===== config.mk =====
export PLATFORM = sky130hd
export DESIGN_NAME = otp_stream_cypher
export DESIGN_NICKNAME = d
export VERILOG_FILES = /design/src/rtl/otp_stream_cypher.sv
export SDC_FILE = /design/constraint.sdc
export NUM_CORES = 1
export LEC_CHECK = 0
export ABC_AREA = 0
export CELL_PAD_IN_SITES_DETAIL_PLACEMENT = 1
export CELL_PAD_IN_SITES_GLOBAL_PLACEMENT = 1
export CORE_MARGIN = 2
export CORE_UTILIZATION = 42
export DETAILED_ROUTE_END_ITERATION = 12
export MAX_ROUTING_LAYER = met4
export PLACE_DENSITY_LB_ADDON = 0.1
export SLEW_MARGIN = 20
export SYNTH_ARGS = -nofsm -noshare
export SYNTH_HDL_FRONTEND = slang
export SYNTH_SLANG_ARGS = --single-unit
export TNS_END_PERCENT = 20

===== constraint.sdc =====
create_clock -name clk -period 4.3 [get_ports clk]
set_input_delay 0.645 -clock clk [delete_from_list [all_inputs] [get_ports clk]]
set_output_delay 0.645 -clock clk [all_outputs]
set_load 0.02 [all_outputs]

===== src/rtl/otp_stream_cypher.sv =====
// -----------------------------------------------------------------------------
// otp_stream_cypher
//
// Byte-serial XOR stream cypher. A start request latches the message and the
// key. The block then combines one message byte per cycle with the next
// keystream byte, beginning at byte 0 (the most significant byte). After
// MSG_BYTES cycles the complete result is copied into `out` in a single cycle,
// and `done` pulses. The transform is its own inverse: running `out` back
// through with the same key returns the original message.
//
// The keystream is the key repeated byte by byte. When fewer message bytes
// than key bytes exist, the extra key bytes are never reached.
//
// Optional feature, macro OTP_PASS_TWEAK_EN:
//   When defined, each keystream byte is also XORed with a pass counter. The
//   counter holds the number of complete trips through the key (mod 256) and
//   restarts at 0 on every start. When undefined, no pass counter is built.
//
// Ports:
//   clk    in   1            single clock, rising edge
//   rst    in   1            synchronous, active-high reset
//   start  in   1            process request, sampled every cycle (ignored in RUN)
//   msg    in   8*MSG_BYTES  plaintext/ciphertext, byte 0 = MSB
//   key    in   8*KEY_BYTES  key, key byte 0 = MSB
//   busy   out  1            high while in RUN
//   done   out  1            one-cycle pulse in DONE, out holds a new result
//   out    out  8*MSG_BYTES  result register, byte 0 = MSB
// -----------------------------------------------------------------------------
module otp_stream_cypher #(
  parameter int MSG_BYTES = 30,
  parameter int KEY_BYTES = 2
) (
  input  logic                   clk,
  input  logic                   rst,
  input  logic                   start,
  input  logic [8*MSG_BYTES-1:0] msg,
  input  logic [8*KEY_BYTES-1:0] key,
  output logic                   busy,
  output logic                   done,
  output logic [8*MSG_BYTES-1:0] out
);

  localparam int MSG_W = 8 * MSG_BYTES;
  localparam int KEY_W = 8 * KEY_BYTES;
  localparam int IDX_W = (MSG_BYTES > 1) ? $clog2(MSG_BYTES) : 1;
  localparam logic [IDX_W-1:0] IDX_LAST = IDX_W'(MSG_BYTES - 1);
`ifdef OTP_PASS_TWEAK_EN
  localparam int KIDX_W = (KEY_BYTES > 1) ? $clog2(KEY_BYTES) : 1;
  localparam logic [KIDX_W-1:0] KIDX_LAST = KIDX_W'(KEY_BYTES - 1);
`endif

  typedef enum logic [1:0] {
    S_IDLE = 2'd0,
    S_RUN  = 2'd1,
    S_DONE = 2'd2
  } state_t;

  state_t state_q;
  state_t state_d;

  // The operand registers shift instead of being indexed. The byte being
  // processed is therefore always the top byte of msg_p0 and key_p0. The key
  // rotates, so after KEY_BYTES steps it wraps back to key byte 0.
  logic [MSG_W-1:0] msg_p0;
  logic [KEY_W-1:0] key_p0;
  logic [MSG_W-1:0] acc_p0;
  logic [IDX_W-1:0] idx_p0;
  logic [MSG_W-1:0] out_p1;
`ifdef OTP_PASS_TWEAK_EN
  logic [KIDX_W-1:0] kidx_p0;
  logic [7:0]        pass_p0;
`endif

  logic             load;
  logic             step_en;
  logic             last_byte;
  logic [7:0]       ks_byte;
  logic [7:0]       res_byte;
  logic [MSG_W-1:0] acc_next;

  // Rotate left by one byte. When KEY_W == 8, the left shift yields zero and
  // the right shift is by zero, so a one-byte key stays put, which is correct.
  function automatic logic [KEY_W-1:0] rotl_byte(input logic [KEY_W-1:0] v);
    return (v << 8) | (v >> (KEY_W - 8));
  endfunction

  // Append a byte at the bottom of the accumulator. Earlier bytes move toward
  // the MSB, so after MSG_BYTES appends, byte 0 sits in the MSB position.
  function automatic logic [MSG_W-1:0] shift_in_byte(input logic [MSG_W-1:0] v,
                                                     input logic [7:0]       b);
    logic [MSG_W-1:0] ext;
    ext      = '0;
    ext[7:0] = b;
    return (v << 8) | ext;
  endfunction

  function automatic logic [7:0] cypher_byte(input logic [7:0] m, input logic [7:0] k);
    return m ^ k;
  endfunction

  // ---------------------------------------------------------------------------
  // Control: state register and next-state logic
  // ---------------------------------------------------------------------------
  always_ff @(posedge clk) begin
    if (rst) state_q <= S_IDLE;
    else     state_q <= state_d;
  end

  always_comb begin
    state_d = state_q;
    load    = 1'b0;
    step_en = 1'b0;
    unique case (state_q)
      S_IDLE: begin
        if (start) begin
          state_d = S_RUN;
          load    = 1'b1;
        end
      end
      S_RUN: begin
        step_en = 1'b1;
        if (last_byte) state_d = S_DONE;
      end
      S_DONE: begin
        if (start) begin
          state_d = S_RUN;
          load    = 1'b1;
        end else begin
          state_d = S_IDLE;
        end
      end
      default: state_d = S_IDLE;
    endcase
  end

  assign busy = (state_q == S_RUN);
  assign done = (state_q == S_DONE);
  assign out  = out_p1;

  // ---------------------------------------------------------------------------
  // Stage p0: latched operands, byte index and result accumulator
  // ---------------------------------------------------------------------------
  assign last_byte = (idx_p0 == IDX_LAST);

`ifdef OTP_PASS_TWEAK_EN
  assign ks_byte = key_p0[KEY_W-1 -: 8] ^ pass_p0;
`else
  assign ks_byte = key_p0[KEY_W-1 -: 8];
`endif

  assign res_byte = cypher_byte(msg_p0[MSG_W-1 -: 8], ks_byte);
  assign acc_next = shift_in_byte(acc_p0, res_byte);

  always_ff @(posedge clk) begin
    if (rst) begin
      msg_p0 <= '0;
      key_p0 <= '0;
      acc_p0 <= '0;
      idx_p0 <= '0;
    end else if (load) begin
      msg_p0 <= msg;
      key_p0 <= key;
      acc_p0 <= '0;
      idx_p0 <= '0;
    end else if (step_en) begin
      msg_p0 <= msg_p0 << 8;
      key_p0 <= rotl_byte(key_p0);
      acc_p0 <= acc_next;
      idx_p0 <= idx_p0 + IDX_W'(1);
    end
  end

`ifdef OTP_PASS_TWEAK_EN
  // kidx_p0 tracks the position within the rotating key. Each time it wraps,
  // one full pass through the key has completed.
  always_ff @(posedge clk) begin
    if (rst || load) begin
      kidx_p0 <= '0;
      pass_p0 <= '0;
    end else if (step_en) begin
      if (kidx_p0 == KIDX_LAST) begin
        kidx_p0 <= '0;
        pass_p0 <= pass_p0 + 8'd1;
      end else begin
        kidx_p0 <= kidx_p0 + KIDX_W'(1);
      end
    end
  end
`endif

  // ---------------------------------------------------------------------------
  // Stage p1: result register, loaded whole on the final byte of a run
  // ---------------------------------------------------------------------------
  always_ff @(posedge clk) begin
    if (rst)                        out_p1 <= '0;
    else if (step_en && last_byte)  out_p1 <= acc_next;
  end

endmodule


Word-level counts from Yosys, hierarchy flattened --
Index checks and enable logic that the tools add are counted.
Storage, ports and cells: input port bits 259, memories 0, memory bits (writable) 0, logic and storage cells 32, register bits 735, output and inout bits 242, bits in read-only memories 0, latch bits 0
Operators by class: shift-type cells 0, multipliers 0, add/subtract/negate cells 1, reductions and logical operators 6, $lt $le $gt $ge 0, eq/ne operators 5, multiplexer cells 11, div/mod/pow operators 0, bitwise operators 3
Operator list (number):
- 2-to-1 mux 240 bit | 2
- OR 240 x 8 -> 240 bit | 1
- 2-to-1 mux 16 bit | 2
- OR 16 x 8 -> 16 bit | 1
- XOR 8 bit | 1
- one-hot mux 2 bit (3 select lines) | 1
- adder 5 x 1 -> 5 bit (second input constant) | 1
- == test 5 bit (second input constant) | 1
- 2-to-1 mux 1 bit | 4
- 2-to-1 mux 2 bit | 2
- OR reduction 2 bit | 2
- == test 2 x 1 -> 1 bit (second input constant) | 1
- == test 2 bit (second input constant) | 1
- logical NOT 2 bit | 1
- != test 2 x 1 -> 1 bit (second input constant) | 1
- != test 2 bit (second input constant) | 1
- AND reduction 2 bit | 1
- nonzero test 2 bit | 1
- logical AND 1 bit | 1

Depth between registers and ports, before layout --
depth in word-level cells 4, depth in mapped cells 8, depth with buffers taken out 5

Least setup slack after synthesis --
No wires, ideal clock.
path type flip-flop to output port, start register state_q[1], end output busy, setup slack 2.568 ns, buffers on the path 3, data required time 3.655 ns, arrival 1.087 ns, cell stages (with the launch flop) 6, cells stage by stage dfxtp_1 -> nand2b_2 -> buf_6 -> clkinv_2 -> buf_2 -> buf_2
On the way: longest elaborated chain between the ends 1
RTL lines:
- from (decl) | line 58 | state_t state_q;
- from (signal assigned) | line 106 | else state_q <= state_d;
- == test 2 x 1 -> 1 bit | line 136 | assign busy = (state_q == S_RUN);
- to (decl) | line 38 | output logic busy,
No other way between the ends.

Worst setup path after layout --
start register state_q[0], end output busy
Same word-level chain as after synthesis.

==> reports/summary.txt <==
===============================================================================
Outcome .......................................................... complete, no violations
Largest driver fanout on the critical path .......................          147
Final TNS setup ..................................................         0 ns
Maximum number of pins on one net before global-route repair .....          293
Nets .............................................................         3820
Number of cells in the finished layout apart from fillers ........         4508
Minimum setup slack in the final design ..........................      1.26 ns
Global-route usage over all layers ...............................        27.2%
Area growth, synth to finish .....................................        26.9%
Simple logic cell fraction of the synthesized area ...............        20.2%
Final clock skew .................................................    0.0182 ns
Power Density ....................................................  441 nW/um^2
Number of buffers inserted by port buffering .....................          500
First-pass DRT Iterations ........................................            5
Final routed wire length divided by cell count ...................      20.6 um
Tightest Pin Transition ..........................................      1.25 ns
Post-synthesis sequential area ratio .............................        53.5%
Vias after detailed routing ......................................        25439
I/O pin count ....................................................          501
Worst setup timing slack at the placement stage ..................      1.49 ns
DRC viols ........................................................            0
Initial core utilization .........................................        42.6%
Global-route wire length before repair ...........................       144 mm
Setup violators final ............................................            0
Clock tree from TritonCTS ........................................        built
Complex-gate fraction of the synthesized area ....................        19.4%
Final weighted congestion in routability-driven placement ........        0.858
Critical path capture point type .................................  output port
Xor/xnor share of the synthesized area ...........................       0.318%
Die outline width ................................................       260 um
Start-to-end type of the worst setup path ........................   reg -> out
Number of instances in the synthesized netlist ...................         3302
Yosys warnings ...................................................            0
Post-Synth Adder-Cell Area .......................................      0.0909%
Total detailed-routing wirelength ................................      92.8 mm
Clk slew on worst S/H paths ......................................      0.06 ns
Number of endpoints with negative hold slack in the final report .            0
Startpoint type of the worst setup path ..........................    flip-flop
#FFs+latches synth ...............................................          735
Average cell area after synthesis ................................    8.34 um^2
Number of placed instances with taps included ....................         4331
Vias in the first global route ...................................        25859
Clock buffers created by TritonCTS ...............................           79
CTS root buf .....................................................    clkbuf_16
Data required time at the worst endpoint .........................      3.65 ns
Achievable clock frequency .......................................    0.328 GHz
Maximum Capacitance Violations ...................................            0
Maximum VDD drop .................................................     0.254 mV
Worst-Skew Late Latency ..........................................      0.62 ns
Combinational family with the most area after synthesis .......... simple AND/OR/NAND/NOR gates
Layout cell share with drive strength beyond 1 ...................        4.51%
Distinct cells, synth ............................................           33
Slew headroom ....................................................        16.8%
Core region area .................................................   64600 um^2
Final period demand of the worst path ............................      3.04 ns
Mapped Area ......................................................   27500 um^2
Die Y-Extent .....................................................       260 um
Via-per-instance ratio ...........................................         5.64
Hpwl dp ..........................................................      58.4 mm
Clock sinks ......................................................          735
Number of nets with antenna violations after routing .............            0
Resize count post-CTS ............................................            0
Final Hold Slack .................................................     0.459 ns
Pins over their slew limit .......................................            0
Share of the clock period used by the worst path after layout ....        70.8%
Overflow left after global routing ...............................            0
Std cell rows ....................................................           93
Buffer count from post-CTS setup fixing ..........................            0
Max clock buf depth ..............................................            3
DRT iter0 DRCs ...................................................         1805
Arrival time of the worst setup path .............................      2.40 ns
Multiplexer share of the synthesized area ........................      0.0727%
Htree depth ......................................................            3
Post-synthesis net count .........................................         3563
Setup repair after global routing missed its margin ..............           no
Area of the die ..................................................   67600 um^2
Leakage ..........................................................      11.2 nW
Type of the worst min-delay path .................................   reg -> reg
CTS hold repair buffers ..........................................            0
Initial antenna violation count ..................................           36
===============================================================================
## per-layer routing
layer | track usage, % | vias up | share of wire (%)
met5 | - | - | 0
li1 | - | 12269 | -
met4 | 7.36 | 0 | 2.0
met1 | 32.5 | 12472 | 41
met3 | 7.30 | 105 | 7.0
met2 | 45.2 | 593 | 50
## power breakdown
group	switching, mW	leakage, nW	internal, mW	total (mW)
registers	0.166	5.98	7.07	7.23
logic	0.885	3.95	0.568	1.45
clock network	2.76	1.25	3.97	6.73
## Yosys cell counts, drive strengths merged
master	n	area (um^2)
a22oi	13	97.6
xnor2	9	78.8
nor2b	2	12.5
a211oi	17	128
nand2	490	1840
nand3b	1	7.51
nand4	3	25.0
nand3	247	1240
dfxtp	735	14700
xor2	1	8.76
a21oi	486	2430
or3	2	12.5
ha	2	25.0
nor3	447	2350
buf	214	1260
a31oi	12	75.1
o22ai	223	1400
and4	1	8.76
mux2i	2	20.0
nor2	13	48.8
clkbuf	133	499
inv	1	3.75
o21ai	244	1220
nand2b	2	15.0
clkinv	2	8.75
## through the flow
stage / utilization (%) / area (um^2) / power [mW]
after global routing: 54.1 / 34900 / 16.0
after global placement: 49.9 / 32200 / 8.76
after CTS: 53.9 / 34800 / 15.5
after detailed placement: 49.9 / 32200 / 8.81
after floorplan: - / 27500 / 8.33
final: 54.1 / 34900 / 15.4
## cells in the final DEF (no fill, tap or decap), drive strengths merged, types with 2 or more instances in the layout
cell           count
o22ai            223
mux2i              2
bufinv             2
buf               24
a31oi             12
nor2              13
o21ai            244
a211oi            17
a21oi            486
clkbuf           128
or3                2
nor3             447
nor2b              2
inv                3
a22oi             13
nand2            490
nand2b             2
clkdlybuf4s50    499
nand4              3
xnor2              9
dfxtp            735
ha                 2
clkinv             8
diode             37
nand3            247
## area by class of cell
| cell class | instances | area [um^2] |
|---|---|---|
| Clock buffer | 128 | 2430 |
| Antenna cell | 37 | 92.6 |
| Multi-Input combinational cell | 2217 | 11100 |
| Sequential cell | 735 | 14700 |
| Tap cell | 855 | 1070 |
| Inverter | 3 | 27.5 |
| Fill cell | 7533 | 29600 |
| Timing Repair Buffer | 523 | 5400 |
| Clock inverter | 10 | 115 |
## sequential cells by signal, indices dropped and copies added, names as in the netlist
name     flops
msg_p0     240
out        240
acc_p0     232
key_p0      16
idx_p0       5
state_q      2
## path summary, 6_finish.rpt
| kind | from | end | cells after the start | slack [ns] |
|---|---|---|---|---|
| min reg2reg | msg_p0[2]$_SDFFE_PP0P_ | msg_p0[2]$_SDFFE_PP0P_ | 2 | 0.46 |
| min | msg_p0[2]$_SDFFE_PP0P_ | msg_p0[2]$_SDFFE_PP0P_ | 2 | 0.46 |
| max | state_q[0]$_SDFFE_PP0P_ | busy | 3 | 1.26 |
| max reg2reg | state_q[0]$_SDFFE_PP0P_ | msg_p0[81]$_SDFFE_PP0P_ | 5 | 1.63 |
## cell families after synthesis
kind of cell	after synthesis
AND/OR/NAND/NOR	1208
AO/OA/AOI/OAI	995
flip-flops	735
buffers and inverters	350
XOR/XNOR	10
multiplexers	2
adder cells (fa/ha/maj)	2
## worst max-delay path, cell delays in order, from the launching register on
cell	delay, ns
dfxtp_1	0.49
nand2b_4	0.18
inv_16	0.32
clkdlybuf4s50_1	0.70
(Power assumes the default switching activity.)
